--- config.mk ---
export PLATFORM = sky130hd
export DESIGN_NAME = regfile_scan_reader
export DESIGN_NICKNAME = d
export VERILOG_FILES = /design/src/rtl/regscan_pkg.sv /design/src/rtl/regscan_addr_ctr.sv /design/src/rtl/regfile_scan_reader.sv
export SDC_FILE = /design/constraint.sdc
export NUM_CORES = 1
export LEC_CHECK = 0
export CORE_AREA = 3 3 92 59
export CTS_CLUSTER_DIAMETER = 120
export DETAILED_ROUTE_END_ITERATION = 8
export DIE_AREA = 0 0 95 62
export HOLD_SLACK_MARGIN = 0.12
export PLACE_DENSITY = 0.91
export SLEW_MARGIN = 0
export SYNTH_ARGS = -nofsm -noshare
export SYNTH_HDL_FRONTEND = slang
export SYNTH_SLANG_ARGS = --single-unit
--- constraint.sdc ---
create_clock -name clk -period 4.8 [get_ports clk]
set_clock_uncertainty 0.2 [all_clocks]
set_input_delay 0.72 -clock clk [delete_from_list [all_inputs] [get_ports clk]]
set_output_delay 0.72 -clock clk [all_outputs]
set_load 0.01 [all_outputs]
--- src/rtl/regscan_pkg.sv ---
// Shared definitions for the register-file scan reader: default widths,
// state encoding and the read-latency legality check.
package regscan_pkg;

  localparam int unsigned DEF_ADDR_WIDTH = 5;
  localparam int unsigned DEF_DATA_WIDTH = 32;
  localparam int unsigned DEF_RD_LAT     = 1;

  // State encoding, also visible on the debug state port.
  localparam logic [2:0] ST_IDLE = 3'd0;
  localparam logic [2:0] ST_READ = 3'd1;
  localparam logic [2:0] ST_WAIT = 3'd2;
  localparam logic [2:0] ST_EMIT = 3'd3;
  localparam logic [2:0] ST_DONE = 3'd4;

  typedef enum logic [2:0] {
    S_IDLE = ST_IDLE,
    S_READ = ST_READ,
    S_WAIT = ST_WAIT,
    S_EMIT = ST_EMIT,
    S_DONE = ST_DONE
  } state_t;

  // The register file either answers combinationally or one cycle later.
  function automatic bit rd_lat_legal(input int unsigned lat);
    return (lat == 0) || (lat == 1);
  endfunction

endpackage

--- src/rtl/regscan_addr_ctr.sv ---
// Scan address counter: synchronous clear has priority over increment,
// o_last flags the final register address.
module regscan_addr_ctr
  import regscan_pkg::*;
#(
  parameter int unsigned ADDR_WIDTH = DEF_ADDR_WIDTH
) (
  input  logic                  clk,
  input  logic                  rst_n,
  input  logic                  i_clr,
  input  logic                  i_inc,
  output logic [ADDR_WIDTH-1:0] o_cnt,
  output logic                  o_last
);

  logic [ADDR_WIDTH-1:0] r_cnt;

  // Address register: cleared on scan exit, advanced after each accepted beat.
  always_ff @(posedge clk or negedge rst_n) begin
    if (!rst_n) begin
      r_cnt <= '0;
    end else if (i_clr) begin
      r_cnt <= '0;
    end else if (i_inc) begin
      r_cnt <= r_cnt + ADDR_WIDTH'(1);
    end
  end

  assign o_cnt  = r_cnt;
  assign o_last = &r_cnt;

endmodule

--- src/rtl/regfile_scan_reader.sv ---
// Register-file scan reader: on start, walks every register address, reads
// each entry and streams (addr, data) beats to a downstream consumer.
// Handshake: a beat transfers on a rising edge where out_valid && out_ready;
// once raised, out_valid and the beat payload hold until that transfer, except
// that abort drops a pending beat.
// Optional build macro REGSCAN_X0_ZERO_EN: address 0 is reported as data 0
// (hardwired x0) without using rdata; timing is unchanged.
module regfile_scan_reader
  import regscan_pkg::*;
#(
  parameter int unsigned ADDR_WIDTH = DEF_ADDR_WIDTH,
  parameter int unsigned DATA_WIDTH = DEF_DATA_WIDTH,
  parameter int unsigned RD_LAT     = DEF_RD_LAT
) (
  input  logic                  clk,
  input  logic                  rst_n,
  input  logic                  start,
  input  logic                  abort,
  output logic                  busy,
  output logic                  done,
  output logic [ADDR_WIDTH-1:0] raddr,
  input  logic [DATA_WIDTH-1:0] rdata,
  output logic                  out_valid,
  input  logic                  out_ready,
  output logic [ADDR_WIDTH-1:0] out_addr,
  output logic [DATA_WIDTH-1:0] out_data,
  output logic [2:0]            dbg_state
);

  // An illegal latency falls back to the safe one-cycle read path.
  localparam bit RD_LAT_OK = rd_lat_legal(RD_LAT);
  localparam bit USE_WAIT  = RD_LAT_OK ? (RD_LAT == 1) : 1'b1;

  state_t                r_state;
  logic                  r_busy;
  logic                  r_done;
  logic                  r_valid;
  logic [ADDR_WIDTH-1:0] r_out_addr;
  logic [DATA_WIDTH-1:0] r_out_data;

  logic [ADDR_WIDTH-1:0] w_cnt;
  logic                  w_last;
  logic                  w_clr;
  logic                  w_inc;
  logic [DATA_WIDTH-1:0] w_cap_data;

  // Counter returns to 0 on every entry to IDLE; it advances only on a
  // non-final accepted beat, so it never wraps inside a scan.
  assign w_clr = (r_state != S_IDLE) && (abort || (r_state == S_DONE));
  assign w_inc = (r_state == S_EMIT) && out_ready && !abort && !w_last;

  regscan_addr_ctr #(
    .ADDR_WIDTH(ADDR_WIDTH)
  ) u_addr_ctr (
    .clk   (clk),
    .rst_n (rst_n),
    .i_clr (w_clr),
    .i_inc (w_inc),
    .o_cnt (w_cnt),
    .o_last(w_last)
  );

`ifdef REGSCAN_X0_ZERO_EN
  assign w_cap_data = (w_cnt == '0) ? '0 : rdata;
`else
  assign w_cap_data = rdata;
`endif

  // Scan sequencer with registered outputs; abort overrides every non-IDLE state.
  always_ff @(posedge clk or negedge rst_n) begin
    if (!rst_n) begin
      r_state    <= S_IDLE;
      r_busy     <= 1'b0;
      r_done     <= 1'b0;
      r_valid    <= 1'b0;
      r_out_addr <= '0;
      r_out_data <= '0;
    end else begin
      r_done <= 1'b0;
      if ((r_state != S_IDLE) && abort) begin
        r_state <= S_IDLE;
        r_busy  <= 1'b0;
        r_valid <= 1'b0;
      end else begin
        case (r_state)
          S_IDLE: begin
            if (start && !abort) begin
              r_state <= S_READ;
              r_busy  <= 1'b1;
            end
          end
          S_READ: begin
            if (USE_WAIT) begin
              r_state <= S_WAIT;
            end else begin
              r_state    <= S_EMIT;
              r_valid    <= 1'b1;
              r_out_addr <= w_cnt;
              r_out_data <= w_cap_data;
            end
          end
          S_WAIT: begin
            r_state    <= S_EMIT;
            r_valid    <= 1'b1;
            r_out_addr <= w_cnt;
            r_out_data <= w_cap_data;
          end
          S_EMIT: begin
            if (out_ready) begin
              r_valid <= 1'b0;
              if (w_last) begin
                r_state <= S_DONE;
                r_done  <= 1'b1;
              end else begin
                r_state <= S_READ;
              end
            end
          end
          S_DONE: begin
            r_state <= S_IDLE;
            r_busy  <= 1'b0;
          end
          default: begin
            r_state <= S_IDLE;
            r_busy  <= 1'b0;
            r_valid <= 1'b0;
          end
        endcase
      end
    end
  end

  assign raddr     = w_cnt;
  assign busy      = r_busy;
  assign done      = r_done;
  assign out_valid = r_valid;
  assign out_addr  = r_out_addr;
  assign out_data  = r_out_data;
  assign dbg_state = r_state;

endmodule

-- Word-level counts from Yosys, hierarchy flattened
Cells that the tools add are included.
- multiply operators: 0
- bitwise logic cells: 1
- add/sub/neg operators: 1
- reductions and logical operators: 19
- multiplexer cells: 17
- shift operators: 0
- divide/modulo/power cells: 0
- equal/unequal tests: 8
- order comparisons: 0
- operators with widths (operator ; count):
    $mux W3 ; 4
    $pmux W3 S4 ; 1
    $mux W5 ; 2
    $mux W1 ; 8
    $reduce_and A2 Y1 ; 4
    $eq A3 B2 Y1 const B ; 2
    $logic_and A1 B1 Y1 ; 6
    $reduce_or A3 Y1 ; 2
    $add A5 B1 Y5 const B ; 1
    $reduce_and A5 Y1 ; 1
    $ne A2 B1 Y1 const B ; 2
    $eq A3 B1 Y1 const B ; 1
    $eq A3 B3 Y1 const B ; 1
    $logic_not A3 Y1 ; 1
    $ne A3 B2 Y1 const B ; 1
    $ne A3 B3 Y1 const B ; 1
    $pmux W1 S3 ; 1
    $reduce_bool A3 Y1 ; 1
    $logic_not A1 Y1 ; 2
    $pmux W1 S2 ; 1
    $reduce_bool A2 Y1 ; 1
    $logic_or A1 B1 Y1 ; 1
    $not A1 Y1 ; 1
- memories kept: 0
- bits in latches: 0
- memory bits (read-only): 0
- input bits: 37
- bits in writable memories: 0
- output and inout port bits: 48
- bits in registers: 48

-- Depth between registers and ports, before layout
Gate-level depths: netlist (run 1).
- depth after elaboration: 6
- gate-level depth with buffers: 6
- mapped depth without buffers: 6

-- Hierarchy
From an unflattened synthesis (run 1), not the netlist that was laid out.
- cell total of the unflattened synthesis: 128
- area, all modules: 1975.6 µm²
- modules (own cells, without submodules) (module ; area each (µm²) ; cells each ; seq. area each (µm²) ; times used):
    regfile_scan_reader ; 1699.1 ; 106 ; 1076.0 ; 1
    regscan_addr_ctr ; 276.5 ; 22 ; 125.1 ; 1

-- Least setup slack after synthesis (run 1)
No wires, ideal clock.
- path type: in2reg
- start point: input abort
- end point: register r_out_addr[0], in the netlist out_addr[0]
- required time: 4475 ps
- cell stages on the path: 5
- slack: 2597 ps
- arrival: 1878 ps
- path buffers: 2
- cell sequence: or3b_1 -> buf_6 -> nor2_8 -> buf_12 -> mux2_4
- longest elaborated chain between the ends: 3
- ends and longest elaborated chain (what ; RTL line ; text):
    start: declaration ; regfile_scan_reader.sv:18 ; input logic abort,
    $logic_and A1 B1 Y1 ; regfile_scan_reader.sv:80 ; if ((r_state != S_IDLE) && abort) begin
    $not A1 Y1 (no line) ; - ;
    $reduce_and A2 Y1 (no line) ; - ;
    end signal: assignment ; regfile_scan_reader.sv:98 ; r_out_addr <= w_cnt;
    end signal: assignment ; regfile_scan_reader.sv:105 ; r_out_addr <= w_cnt;
    end: declaration ; regfile_scan_reader.sv:38 ; logic [ADDR_WIDTH-1:0] r_out_addr;
Every way passes these cells.
A chain may end at the register's enable or synchronous reset.

-- Final worst setup path (run 1)
- start point: input abort
- end point: register r_out_data[5], in the netlist out_data[5]
- longest elaborated chain between the ends: 3
- ends and longest elaborated chain (what ; RTL line ; text):
    $logic_and A1 B1 Y1 ; regfile_scan_reader.sv:80 ;
    $not A1 Y1 (no line) ; - ;
    $reduce_and A2 Y1 (no line) ; - ;
    end signal: assignment ; regfile_scan_reader.sv:99 ; r_out_data <= w_cap_data;
    end signal: assignment ; regfile_scan_reader.sv:106 ; r_out_data <= w_cap_data;
    end: declaration ; regfile_scan_reader.sv:39 ; logic [DATA_WIDTH-1:0] r_out_data;
Every way passes these cells.

==> load_flow_metrics.sql, run 1 <==
INSERT INTO impl_metrics (metric_group, metric, value, unit) VALUES
('route', 'detailroute.via_count', '1349', ''),
('job', 'total_of_max_cap_violations', '0', ''),
('critical_path', 'path_class', 'in -> reg', ''),
('timing', 'worstMarginPinSlew', '1020', 'ps'),
('cts', 'clkLatencyLatePin', '290', 'ps'),
('floorplanning', 'die-height', '62', 'um'),
('cts', 'ctsResizeCount', '0', ''),
('route', 'drt_drc_violations_left', '0', ''),
('critical_path', 'cp.required', '4780', 'ps'),
('grt', 'grt_pass1_wl', '6680', 'um'),
('logic_synthesis', 'yosys_warnings', '0', ''),
('timing', 'smallest_setup_slack_after_layout', '1830', 'ps'),
('logic_synthesis', 'part_of_the_yosys_area_used_for_sequential_elements', '0.567', ''),
('timing', 'final_setup_tns', '0', 'ps'),
('grt', 'grt_use_total', '0.150', ''),
('critical_path', 'worst_setup_ep_type', 'flip-flop', ''),
('power', 'static-leakage-power', '0.00132', 'uW'),
('logic_synthesis', 'synth.distinct_cells', '27', ''),
('placement', 'io_buffer_count', '84', ''),
('grt', 'grt_max_degree', '49', ''),
('route', 'drtPass1Iterations', '4', ''),
('cts', 'cts-buffers-inserted', '5', ''),
('grt', 'antenna_found_initial', '0', ''),
('layout', 'areaGrowthSynthToFinish', '45.1', '%'),
('placement', 'detailed_place.area', '2950', 'um2'),
('cts', 'clk_pin_slew', '90', 'ps'),
('logic_synthesis', 'syn_area', '2120', 'um2'),
('floorplanning', 'coreArea', '4590', 'um2'),
('cts', 'cts.sink_count', '48', ''),
('floorplanning', 'die_w', '95', 'um'),
('layout', 'multi_input_comb_area', '835', 'um2'),
('timing', 'finalHoldWorstSlack', '312', 'ps'),
('min_path', 'hp-start', 'out_data[2]$_DFFE_PN0P_', ''),
('layout', 'drive_gt1_frac', '0.225', ''),
('floorplanning', 'io-pin-count', '85', ''),
('critical_path', 'cp-startpoint', 'abort', ''),
('timing', 'grt_setup_unrepaired', 'false', ''),
('power', 'peakVddDrop', '0.253', 'mV'),
('critical_path', 'start_kind', 'primary input', ''),
('route', 'antenna_violating_nets_post_route', '0', ''),
('timing', 'setup_viol_count_final', '0', ''),
('cts', 'cts-root-buf', 'clkbuf_8', ''),
('logic_synthesis', 'synth.ff_latch_count', '48', ''),
('layout', 'regArea', '1200', 'um2'),
('timing', 'finalCritPeriodShare', '0.619', ''),
('timing', 'period_needed', '2970', 'ps'),
('critical_path', 'cp.arrival', '2950', 'ps'),
('cts', 'post-cts-setup-buffer-count', '0', ''),
('route', 'number_of_drc_violations_after_detailed_routing_iteration_0', '27', ''),
('power', 'powerDensity', '454', 'nW/um2'),
('cts', 'clock_tree.buffer_depth', '2', ''),
('layout', 'finalNetCount', '260', ''),
('floorplanning', 'floorplan.die_area', '5890', 'um2'),
('placement', 'pre_cts_ws', '1500', 'ps'),
('timing', 'maxSlewViolCount', '0', ''),
('route', 'routed_wirelength', '4320', 'um'),
('layout', 'n_fill_cell', '329', ''),
('grt', 'number_of_global_route_vias_before_repair', '1322', ''),
('cts', 'cts_tree', 'yes', ''),
('placement', 'dp_hpwl', '3160', 'um'),
('cts', 'cts_hold_buffers', '0', ''),
('timing', 'maxSlewHeadroom', '0.317', ''),
('critical_path', 'cp_max_fo', '37', ''),
('logic_synthesis', 'synthesis.instances', '136', ''),
('placement', 'gp_routability_congestion', '0.768', ''),
('timing', 'hold_violations', '0', ''),
('route', 'wire_per_inst', '15.1', 'um'),
('route', 'routed_via_density', '4.73', ''),
('floorplanning', 'std_cell_rows', '19', ''),
('layout', 'final_design_area_no_fill', '3080', 'um2'),
('grt', 'grt-ovfl-total', '0', ''),
('timing', 'clock.fmax', '0.337', 'GHz'),
('logic_synthesis', 'synthesis.area_per_instance', '15.6', 'um2'),
('logic_synthesis', 'postSynthNetCount', '175', ''),
('floorplanning', 'start_util', '0.462', ''),
('cts', 'htreeDepth', '2', ''),
('outcome', 'run_status', 'complete, no violations', ''),
('min_path', 'hp-class', 'reg -> reg', ''),
('critical_path', 'worst_r2r_startpoint', 'dbg_state[1]$_DFFE_PN0P_', ''),
('layout', 'antennaDiodeCount', '0', '');
[layout by cell type (no fill, tap or decap), types with 3 or more instances in the layout]
master           netlist  layout
xnor2_1                3       3
nand2b_1               3       3
clkbuf_8               0       6
a21oi_1                4       4
clkdlybuf4s50_1        0      83
nor2_1                12      12
nand2_1                4       4
dfrtp_1               48      48
mux2_2                 7       7
mux2_4                30      30
[synth_stat cells (all sizes together)]
cell type  instances  share of area
mux2              37           0.25
xnor2              3          0.012
dfrtp             48           0.57
nand2b             3         0.0089
nor4               3          0.019
buf                5          0.036
nor4b              1         0.0041
and3               2         0.0059
o32ai              1         0.0041
nor3               2          0.010
o21ai              1         0.0024
nand2              4         0.0071
mux2i              2         0.0094
inv                1         0.0018
clkbuf             1         0.0018
or3b               1         0.0041
ha                 2          0.012
a21oi              4         0.0094
nor2              13          0.031
nand3              2         0.0047
[kinds of logic after synthesis]
kind of cell / Yosys count / share of synthesized area
adder cells (fa/ha/maj): 2 / 0.0118
buffers and inverters: 7 / 0.0395
multiplexers: 39 / 0.259
XOR/XNOR: 3 / 0.0124
AND/OR/NAND/NOR: 31 / 0.0945
AO/OA/AOI/OAI: 6 / 0.0159
flip-flops: 48 / 0.567
[state kept, by name, indices dropped and copies added (netlist names)]
signal / count
busy: 1
done: 1
u_addr_ctr.o_cnt: 5
out_data: 32
out_valid: 1
dbg_state: 3
out_addr: 5
[cell type report]
cell class	instances	share of cell area
Sequential cell	48	0.391
Inverter	1	0.00122
Timing Repair Buffer	84	0.272
Clock buffer	6	0.0269
Multi-Input combinational cell	81	0.271
Clock inverter	2	0.0126
Tap cell	63	0.0256
[metal layers]
| layer | share of wire | up-vias | track usage |
|---|---|---|---|
| li1 | - | 647 | - |
| met1 | 0.45 | 652 | 0.210 |
| met2 | 0.46 | 48 | 0.228 |
| met3 | 0.083 | 2 | 0.0578 |
| met4 | 0.0030 | 0 | 0.0246 |
| met5 | 0 | - | 0 |
[report_power, final]
part | internal, uW | total (uW) | switching, uW
combinational | 348 | 513 | 165
clock | 170 | 297 | 127
sequential | 516 | 586 | 70.2
[worst max-delay path, cell delays in order]
cell	delay [ps]
clkdlybuf4s50_1	510
or3b_1	600
nor2_8	700
mux2_2	420
[stage by stage]
stage | total power [uW] | utilization | cells
CTS | 1420 | 0.670 | 285
global route | 1480 | 0.670 | 285
floorplan | 820 | - | 136
finish | 1400 | 0.670 | 285
detailed placement | 1110 | 0.644 | 277
global placement | 1100 | 0.644 | 277
[worst paths after layout]
| path | to | slack [ps] | cells past startpoint |
|---|---|---|---|
| min reg2reg | out_data[2]$_DFFE_PN0P_ | 310 | 1 |
| min | out_data[2]$_DFFE_PN0P_ | 310 | 1 |
| max in group asynchronous | out_data[2]$_DFFE_PN0P_ | 3370 | 1 |
| min in group asynchronous | out_data[30]$_DFFE_PN0P_ | 410 | 1 |
| max reg2reg | out_data[5]$_DFFE_PN0P_ | 2250 | 3 |
| max | out_data[5]$_DFFE_PN0P_ | 1830 | 4 |
No activity file was read; power rests on OpenSTA's default activity.
==> run 2, diff against run 1 <==
Settings changed: CORE_AREA 3 3 92 59 to 3 3 100 64, DIE_AREA 0 0 95 62 to 0 0 103 67, PLACE_DENSITY 0.91 to 0.82.
Clock period 4.8 ns to 2.45 ns, I/O delays scaled along.
==> run 2 against run 1 <==
Effect of this change:
- sequential cell count did not move
- sequential power rose by 95%
- clock-buffer cell count shrank 1
- final cell count increased by 4.6%
- combinational power up 100%
- via count increased by 3.6%
- register-to-register slack got worse by 1900 ps
- critical path depth shrank 3
- cell area up 3.4%
- largest cell class unchanged
==> load_flow_metrics.sql, run 2 (synthesis results as in run 1) <==
INSERT INTO impl_metrics (metric_group, metric, value, unit) VALUES
('layout', 'final_design_area_no_fill', '3180', 'um2'),
('cts', 'clkLatencyLatePin', '290', 'ps'),
('outcome', 'run_status', 'complete, no violations', ''),
('timing', 'maxSlewHeadroom', '0.713', ''),
('cts', 'cts_tree', 'yes', ''),
('route', 'drt_drc_violations_left', '0', ''),
('critical_path', 'cp_max_fo', '11', ''),
('floorplanning', 'io-pin-count', '85', ''),
('critical_path', 'start_kind', 'flip-flop', ''),
('grt', 'grt_use_total', '0.141', ''),
('route', 'routed_via_density', '4.69', ''),
('placement', 'io_buffer_count', '84', ''),
('grt', 'grt-ovfl-total', '0', ''),
('placement', 'dp_hpwl', '3350', 'um'),
('cts', 'htreeDepth', '2', ''),
('critical_path', 'cp.required', '1880', 'ps'),
('cts', 'cts-buffers-inserted', '5', ''),
('layout', 'finalNetCount', '269', ''),
('min_path', 'holdPathEnd', 'out_data[30]$_DFFE_PN0P_', ''),
('layout', 'antennaDiodeCount', '0', ''),
('grt', 'number_of_global_route_vias_before_repair', '1463', ''),
('timing', 'period_needed', '2090', 'ps'),
('timing', 'worstMarginPinSlew', '430', 'ps'),
('critical_path', 'cp.arrival', '1530', 'ps'),
('cts', 'clk_pin_slew', '80', 'ps'),
('grt', 'antenna_found_initial', '0', ''),
('timing', 'finalCritPeriodShare', '0.854', ''),
('layout', 'layout.cells.most_common_list', '83 x clkdlybuf4s50_1, 48 x dfrtp_1, 30 x mux2_4', ''),
('critical_path', 'worst_setup_ep_type', 'primary output', ''),
('placement', 'detailed_place.area', '3070', 'um2'),
('route', 'drtPass1Iterations', '4', ''),
('job', 'total_of_max_cap_violations', '0', ''),
('layout', 'final_core_utilization', '0.576', ''),
('layout', 'commonest_non_fill_non_tap_cell_in_the_layout', 'clkdlybuf4s50_1', ''),
('route', 'wire_per_inst', '15.3', 'um'),
('critical_path', 'crit_family', 'buffers and inverters', ''),
('critical_path', 'worstReg2RegEnd', 'u_addr_ctr.o_cnt[4]$_DFFE_PN0P_', ''),
('floorplanning', 'die-height', '67', 'um'),
('layout', 'n_fill_cell', '465', ''),
('route', 'routed_wirelength', '4570', 'um'),
('power', 'peakVddDrop', '0.457', 'mV'),
('route', 'number_of_drc_violations_after_detailed_routing_iteration_0', '26', ''),
('grt', 'grt_max_degree', '49', ''),
('cts', 'ctsResizeCount', '0', ''),
('timing', 'hold_violations', '0', ''),
('floorplanning', 'coreArea', '5520', 'um2'),
('layout', 'drive_gt1_frac', '0.245', ''),
('cts', 'clock_tree.buffer_depth', '2', ''),
('critical_path', 'worst_r2r_startpoint', 'dbg_state[1]$_DFFE_PN0P_', ''),
('timing', 'maxSlewViolCount', '0', ''),
('critical_path', 'critPathBufInv', '1', ''),
('min_path', 'hp-start', 'out_data[30]$_DFFE_PN0P_', ''),
('timing', 'finalHoldWorstSlack', '315', 'ps'),
('cts', 'cts.sink_count', '48', ''),
('power', 'static-leakage-power', '0.00137', 'uW'),
('critical_path', 'crit_path_cell_trace', 'clkdlybuf4s50_1', ''),
('placement', 'gp_routability_congestion', '0.791', ''),
('cts', 'post-cts-setup-buffer-count', '0', ''),
('cts', 'cts_hold_buffers', '1', ''),
('timing', 'setup_viol_count_final', '0', ''),
('critical_path', 'path_class', 'reg -> out', ''),
('route', 'detailroute.via_count', '1398', ''),
('route', 'antenna_violating_nets_post_route', '0', ''),
('floorplanning', 'die_w', '103', 'um'),
('layout', 'number_of_flip_flops_under_the_largest_register_name', '32', ''),
('floorplanning', 'std_cell_rows', '21', ''),
('critical_path', 'worst_path_max_delay_cell', 'clkdlybuf4s50_1', ''),
('floorplanning', 'floorplan.die_area', '6900', 'um2'),
('floorplanning', 'start_util', '0.384', ''),
('cts', 'cts-root-buf', 'clkbuf_8', ''),
('grt', 'grt_pass1_wl', '7410', 'um'),
('critical_path', 'timing.critical_path.slowest_cell_delay', '620', 'ps'),
('critical_path', 'rr_worst_depth', '5', ''),
('min_path', 'min_path_cells', '1', ''),
('layout', 'areaGrowthSynthToFinish', '50.1', '%'),
('power', 'powerDensity', '855', 'nW/um2'),
('timing', 'grt_setup_unrepaired', 'false', ''),
('timing', 'clock.fmax', '0.478', 'GHz'),
('timing', 'final_setup_tns', '0', 'ps'),
('critical_path', 'register_to_register_path_setup_slack', '400', 'ps'),
('min_path', 'hp-class', 'reg -> reg', '');
==> run 2: changes by cell type in the layout (fill, tap and decap cells not counted), sizes merged <==
cell         before  now
buf               1    9
dlygate4sd3       0    1
clkbuf            6    5
clkinv            1    0
==> run 2: cell type report <==
type | count | area [um2] | share of cell area
multi-input cells | 81 | 835 | 0.262
clock buffers | 5 | 68.8 | 0.0216
clock inverters | 1 | 30.0 | 0.00944
well taps | 69 | 86.3 | 0.0271
flip-flops and latches | 48 | 1200 | 0.378
repair buffers | 93 | 956 | 0.301
inverters | 1 | 3.75 | 0.00118
==> run 2: per-stage QoR <==
stage | worst slack, ps | power (uW) | instances
floorplan | 480 | 1610 | 136
global placement | 162 | 2180 | 291
detailed placement | 144 | 2190 | 291
CTS | 344 | 2750 | 298
global route | 255 | 2880 | 298
finish | 357 | 2720 | 298
==> run 2: report_power, final <==
part	internal [uW]	total (uW)	switching (uW)
logic	700	1030	332
clock network	293	541	248
registers	1010	1140	133
==> run 2: worst max-delay path by stage <==
| stage | start | end | depth (start not counted) |
|---|---|---|---|
| global placement | abort | u_addr_ctr.o_cnt[1]$_DFFE_PN0P_ | 6 |
| CTS | dbg_state[0]$_DFFE_PN0P_ | dbg_state[0] | 1 |
| floorplan | dbg_state[2]$_DFFE_PN0P_ | out_addr[0]$_DFFE_PN0P_ | 5 |
| detailed placement | abort | u_addr_ctr.o_cnt[1]$_DFFE_PN0P_ | 6 |
| global route | dbg_state[1]$_DFFE_PN0P_ | u_addr_ctr.o_cnt[4]$_DFFE_PN0P_ | 5 |
| finish | dbg_state[0]$_DFFE_PN0P_ | dbg_state[0] | 1 |
==> run 2: layer usage <==
layer | share of wire | track usage | up-vias
met2 | 0.41 | 0.194 | 57
met3 | 0.090 | 0.0586 | 9
met5 | 0 | 0 | -
met1 | 0.49 | 0.201 | 673
met4 | 0.012 | 0.0388 | 0
li1 | - | - | 659
==> run 3, diff against run 2 <==
Settings changed: ABC_AREA from default to 1, CTS_CLUSTER_DIAMETER 120 to default, PLACE_DENSITY 0.82 to 0.81.
==> run 3 against run 2 <==
Effect of this change:
- first-iteration DRC count is 35% higher
- fmax is 5.6% higher
- hold slack worse by 21 ps
- non-clock buffer count is 5 lower
- worst setup slack better by 110 ps
- utilization is 1.8 points lower
- global-route usage is 0.71 points higher
- highest routed layer unchanged
==> load_flow_metrics.sql, run 3 <==
INSERT INTO impl_metrics (metric_group, metric, value, unit) VALUES
('outcome', 'run_status', 'complete, no violations', ''),
('floorplanning', 'coreArea', '5520', 'um2'),
('timing', 'grt_setup_unrepaired', 'false', ''),
('layout', 'antennaDiodeCount', '0', ''),
('critical_path', 'worstReg2RegEnd', 'u_addr_ctr.o_cnt[4]$_DFFE_PN0P_', ''),
('floorplanning', 'std_cell_rows', '21', ''),
('grt', 'grt_use_total', '0.148', ''),
('logic_synthesis', 'synthMostInstantiatedCell', 'nand2_1', ''),
('min_path', 'min_path_cells', '2', ''),
('critical_path', 'critPathBufInv', '1', ''),
('timing', 'maxSlewHeadroom', '0.602', ''),
('critical_path', 'rr_worst_depth', '8', ''),
('cts', 'ctsResizeCount', '0', ''),
('critical_path', 'worst_setup_ep_type', 'primary output', ''),
('route', 'number_of_drc_violations_after_detailed_routing_iteration_0', '35', ''),
('min_path', 'hp-start', 'out_data[10]$_DFFE_PN0P_', ''),
('logic_synthesis', 'synth.ff_latch_count', '48', ''),
('power', 'powerDensity', '1060', 'nW/um2'),
('critical_path', 'cp.required', '1880', 'ps'),
('power', 'part_of_the_total_power_dissipated_in_the_clock_network', '0.172', ''),
('floorplanning', 'io-pin-count', '85', ''),
('logic_synthesis', 'synth_enable_flop_cells', '0', ''),
('floorplanning', 'die-height', '67', 'um'),
('logic_synthesis', 'syn_area', '2070', 'um2'),
('cts', 'cts-buffers-inserted', '5', ''),
('timing', 'setup_viol_count_final', '0', ''),
('critical_path', 'path_class', 'reg -> out', ''),
('placement', 'io_buffer_count', '84', ''),
('power', 'seqPwrFrac', '0.403', ''),
('min_path', 'holdPathEnd', 'out_data[10]$_DFFE_PN0P_', ''),
('placement', 'gp_routability_congestion', '0.850', ''),
('logic_synthesis', 'part_of_the_yosys_area_used_for_sequential_elements', '0.579', ''),
('grt', 'grt_max_degree', '51', ''),
('critical_path', 'crit_family', 'buffers and inverters', ''),
('logic_synthesis', 'synth_top_area_frac', '0.579', ''),
('critical_path', 'cp.arrival', '1410', 'ps'),
('power', 'combPwrFrac', '0.425', ''),
('timing', 'finalHoldWorstSlack', '294', 'ps'),
('layout', 'drive_gt1_frac', '0.0586', ''),
('timing', 'smallest_setup_slack_after_layout', '468', 'ps'),
('timing', 'maxSlewViolCount', '0', ''),
('logic_synthesis', 'postSynthNetCount', '275', ''),
('critical_path', 'cp_max_fo', '7', ''),
('layout', 'commonest_non_fill_non_tap_cell_in_the_layout', 'clkdlybuf4s50_1', ''),
('timing', 'period_needed', '1980', 'ps'),
('cts', 'cts_tree', 'yes', ''),
('route', 'antenna_violating_nets_post_route', '0', ''),
('cts', 'cts.sink_count', '48', ''),
('critical_path', 'timing.critical_path.slowest_cell_delay', '600', 'ps'),
('cts', 'clkLatencyLatePin', '290', 'ps'),
('timing', 'hold_violations', '0', ''),
('route', 'wire_per_inst', '12.1', 'um'),
('logic_synthesis', 'yosysTopAreaCell', 'dfrtp_1', ''),
('logic_synthesis', 'synth.distinct_cells', '22', ''),
('job', 'total_of_max_cap_violations', '0', ''),
('route', 'drt_drc_violations_left', '0', ''),
('layout', 'final_core_utilization', '0.559', ''),
('layout', 'areaGrowthSynthToFinish', '48.6', '%'),
('layout', 'number_of_flip_flops_under_the_largest_register_name', '32', ''),
('critical_path', 'worst_r2r_startpoint', 'u_addr_ctr.o_cnt[0]$_DFFE_PN0P_', ''),
('route', 'drtPass1Iterations', '4', ''),
('cts', 'htreeDepth', '2', ''),
('logic_synthesis', 'yosys_warnings', '0', ''),
('min_path', 'hp-class', 'reg -> reg', ''),
('layout', 'finalNetCount', '362', ''),
('critical_path', 'register_to_register_path_setup_slack', '580', 'ps'),
('power', 'peakVddDrop', '0.475', 'mV'),
('cts', 'clock_tree.buffer_depth', '2', ''),
('grt', 'grt-ovfl-total', '0', ''),
('route', 'routed_wirelength', '4770', 'um'),
('cts', 'cts_hold_buffers', '1', ''),
('placement', 'dp_hpwl', '3560', 'um'),
('power', 'design_power_total', '3260', 'uW'),
('route', 'detailroute.via_count', '1740', ''),
('logic_synthesis', 'synth_async_reset_ratio', '1.00', ''),
('floorplanning', 'start_util', '0.376', ''),
('critical_path', 'crit_path_cell_trace', 'clkdlybuf4s50_1', ''),
('timing', 'finalCritPeriodShare', '0.809', ''),
('critical_path', 'start_kind', 'flip-flop', ''),
('power', 'internal_power', '2160', 'uW'),
('logic_synthesis', 'primary_flip_flop_cell_chosen_by_synthesis_mapping', 'dfrtp_1', ''),
('timing', 'final_setup_tns', '0', 'ps'),
('logic_synthesis', 'ys_top_cells_by_area', 'dfrtp_1 58%, nand2_1 10%, inv_1 8.3%', ''),
('floorplanning', 'floorplan.die_area', '6900', 'um2'),
('grt', 'antenna_found_initial', '0', ''),
('cts', 'post-cts-setup-buffer-count', '0', ''),
('layout', 'layout.cells.most_common_list', '83 x clkdlybuf4s50_1, 57 x nand2_1, 48 x dfrtp_1', ''),
('power', 'p_sw', '1100', 'uW'),
('grt', 'grt_pass1_wl', '7900', 'um'),
('timing', 'worstMarginPinSlew', '597', 'ps'),
('power', 'switching_share', '0.339', ''),
('cts', 'cts-root-buf', 'clkbuf_8', ''),
('logic_synthesis', 'synthesis.area_per_instance', '8.79', 'um2'),
('logic_synthesis', 'post_synth_most_frequent_cells', '57 x nand2_1, 48 x dfrtp_1, 46 x inv_1, 22 x o21ai_0, 20 x o21ai_1', ''),
('logic_synthesis', 'synthesis.instances', '236', ''),
('timing', 'clock.fmax', '0.505', 'GHz'),
('cts', 'clk_pin_slew', '90', 'ps'),
('route', 'routed_via_density', '4.43', ''),
('critical_path', 'worst_path_max_delay_cell', 'clkdlybuf4s50_1', ''),
('power', 'static-leakage-power', '0.00151', 'uW'),
('grt', 'number_of_global_route_vias_before_repair', '1715', ''),
('floorplanning', 'die_w', '103', 'um'),
('placement', 'pre_cts_ws', '373', 'ps');
==> run 3: changes by cell type after synthesis, sizes merged, moves of 3 or more <==
| cell | before | now |
|---|---|---|
| o21ai | 1 | 43 |
| nand2b | 3 | 0 |
| nand2 | 4 | 58 |
| mux2 | 37 | 0 |
| nand3 | 2 | 10 |
| inv | 1 | 47 |
==> run 3: metal layers <==
layer	GRT usage	share of wire
met3	0.0523	0.075
met2	0.217	0.42
met5	0	0
met4	0.0388	0.0036
met1	0.207	0.50
==> run 3: tightest hold or removal path: stages (launching register included) <==
cell and delay, ps:
dfrtp_1 350, nand2_1 50, o21ai_1 60
==> run 3: metrics by stage <==
stage / cell area [um2] / instances
floorplan: 2070 / 236
global placement: 2960 / 384
detailed placement: 2960 / 384
CTS: 3080 / 393
global route: 3080 / 393
finish: 3080 / 393
==> run 3: worst max path at each step <==
stage	start	to	slack, ps	cells after the start
after CTS	dbg_state[0]$_DFFE_PN0P_	dbg_state[0]	450	1
after detailed placement	abort	out_data[27]$_DFFE_PN0P_	370	5
after global placement	abort	out_data[0]$_DFFE_PN0P_	450	5
after floorplan	u_addr_ctr.o_cnt[0]$_DFFE_PN0P_	u_addr_ctr.o_cnt[4]$_DFFE_PN0P_	760	8
after global routing	dbg_state[0]$_DFFE_PN0P_	dbg_state[0]	400	1
final	dbg_state[0]$_DFFE_PN0P_	dbg_state[0]	470	1
==> run 3: layout make-up <==
class	count	area, um2
Clock buffer	5	68.8
Clock inverter	3	42.5
Fill cell	508	2430
Inverter	47	176
Multi-Input combinational cell	133	627
Sequential cell	48	1200
Tap cell	69	86.3
Timing Repair Buffer	88	881
==> run 3: kinds of logic after synthesis <==
group | Yosys count | share of synthesized area
and+or+nand+nor | 85 | 0.176
buffers and inverters | 55 | 0.119
DFF | 48 | 0.579
AOI/OAI and AO/OA | 45 | 0.110
adders and majority gates | 2 | 0.0121
xor gates and xnor gates | 1 | 0.00422
==> run 3: power by group through the flow <==
| stage | sequential, uW | clock, uW | combinational, uW |
|---|---|---|---|
| global placement | 1320 | 0 | 1360 |
| global route | 1370 | 621 | 1540 |
| detailed placement | 1320 | 0 | 1400 |
| CTS | 1320 | 586 | 1400 |
| finish | 1310 | 561 | 1390 |
| floorplan | 1440 | 0 | 486 |
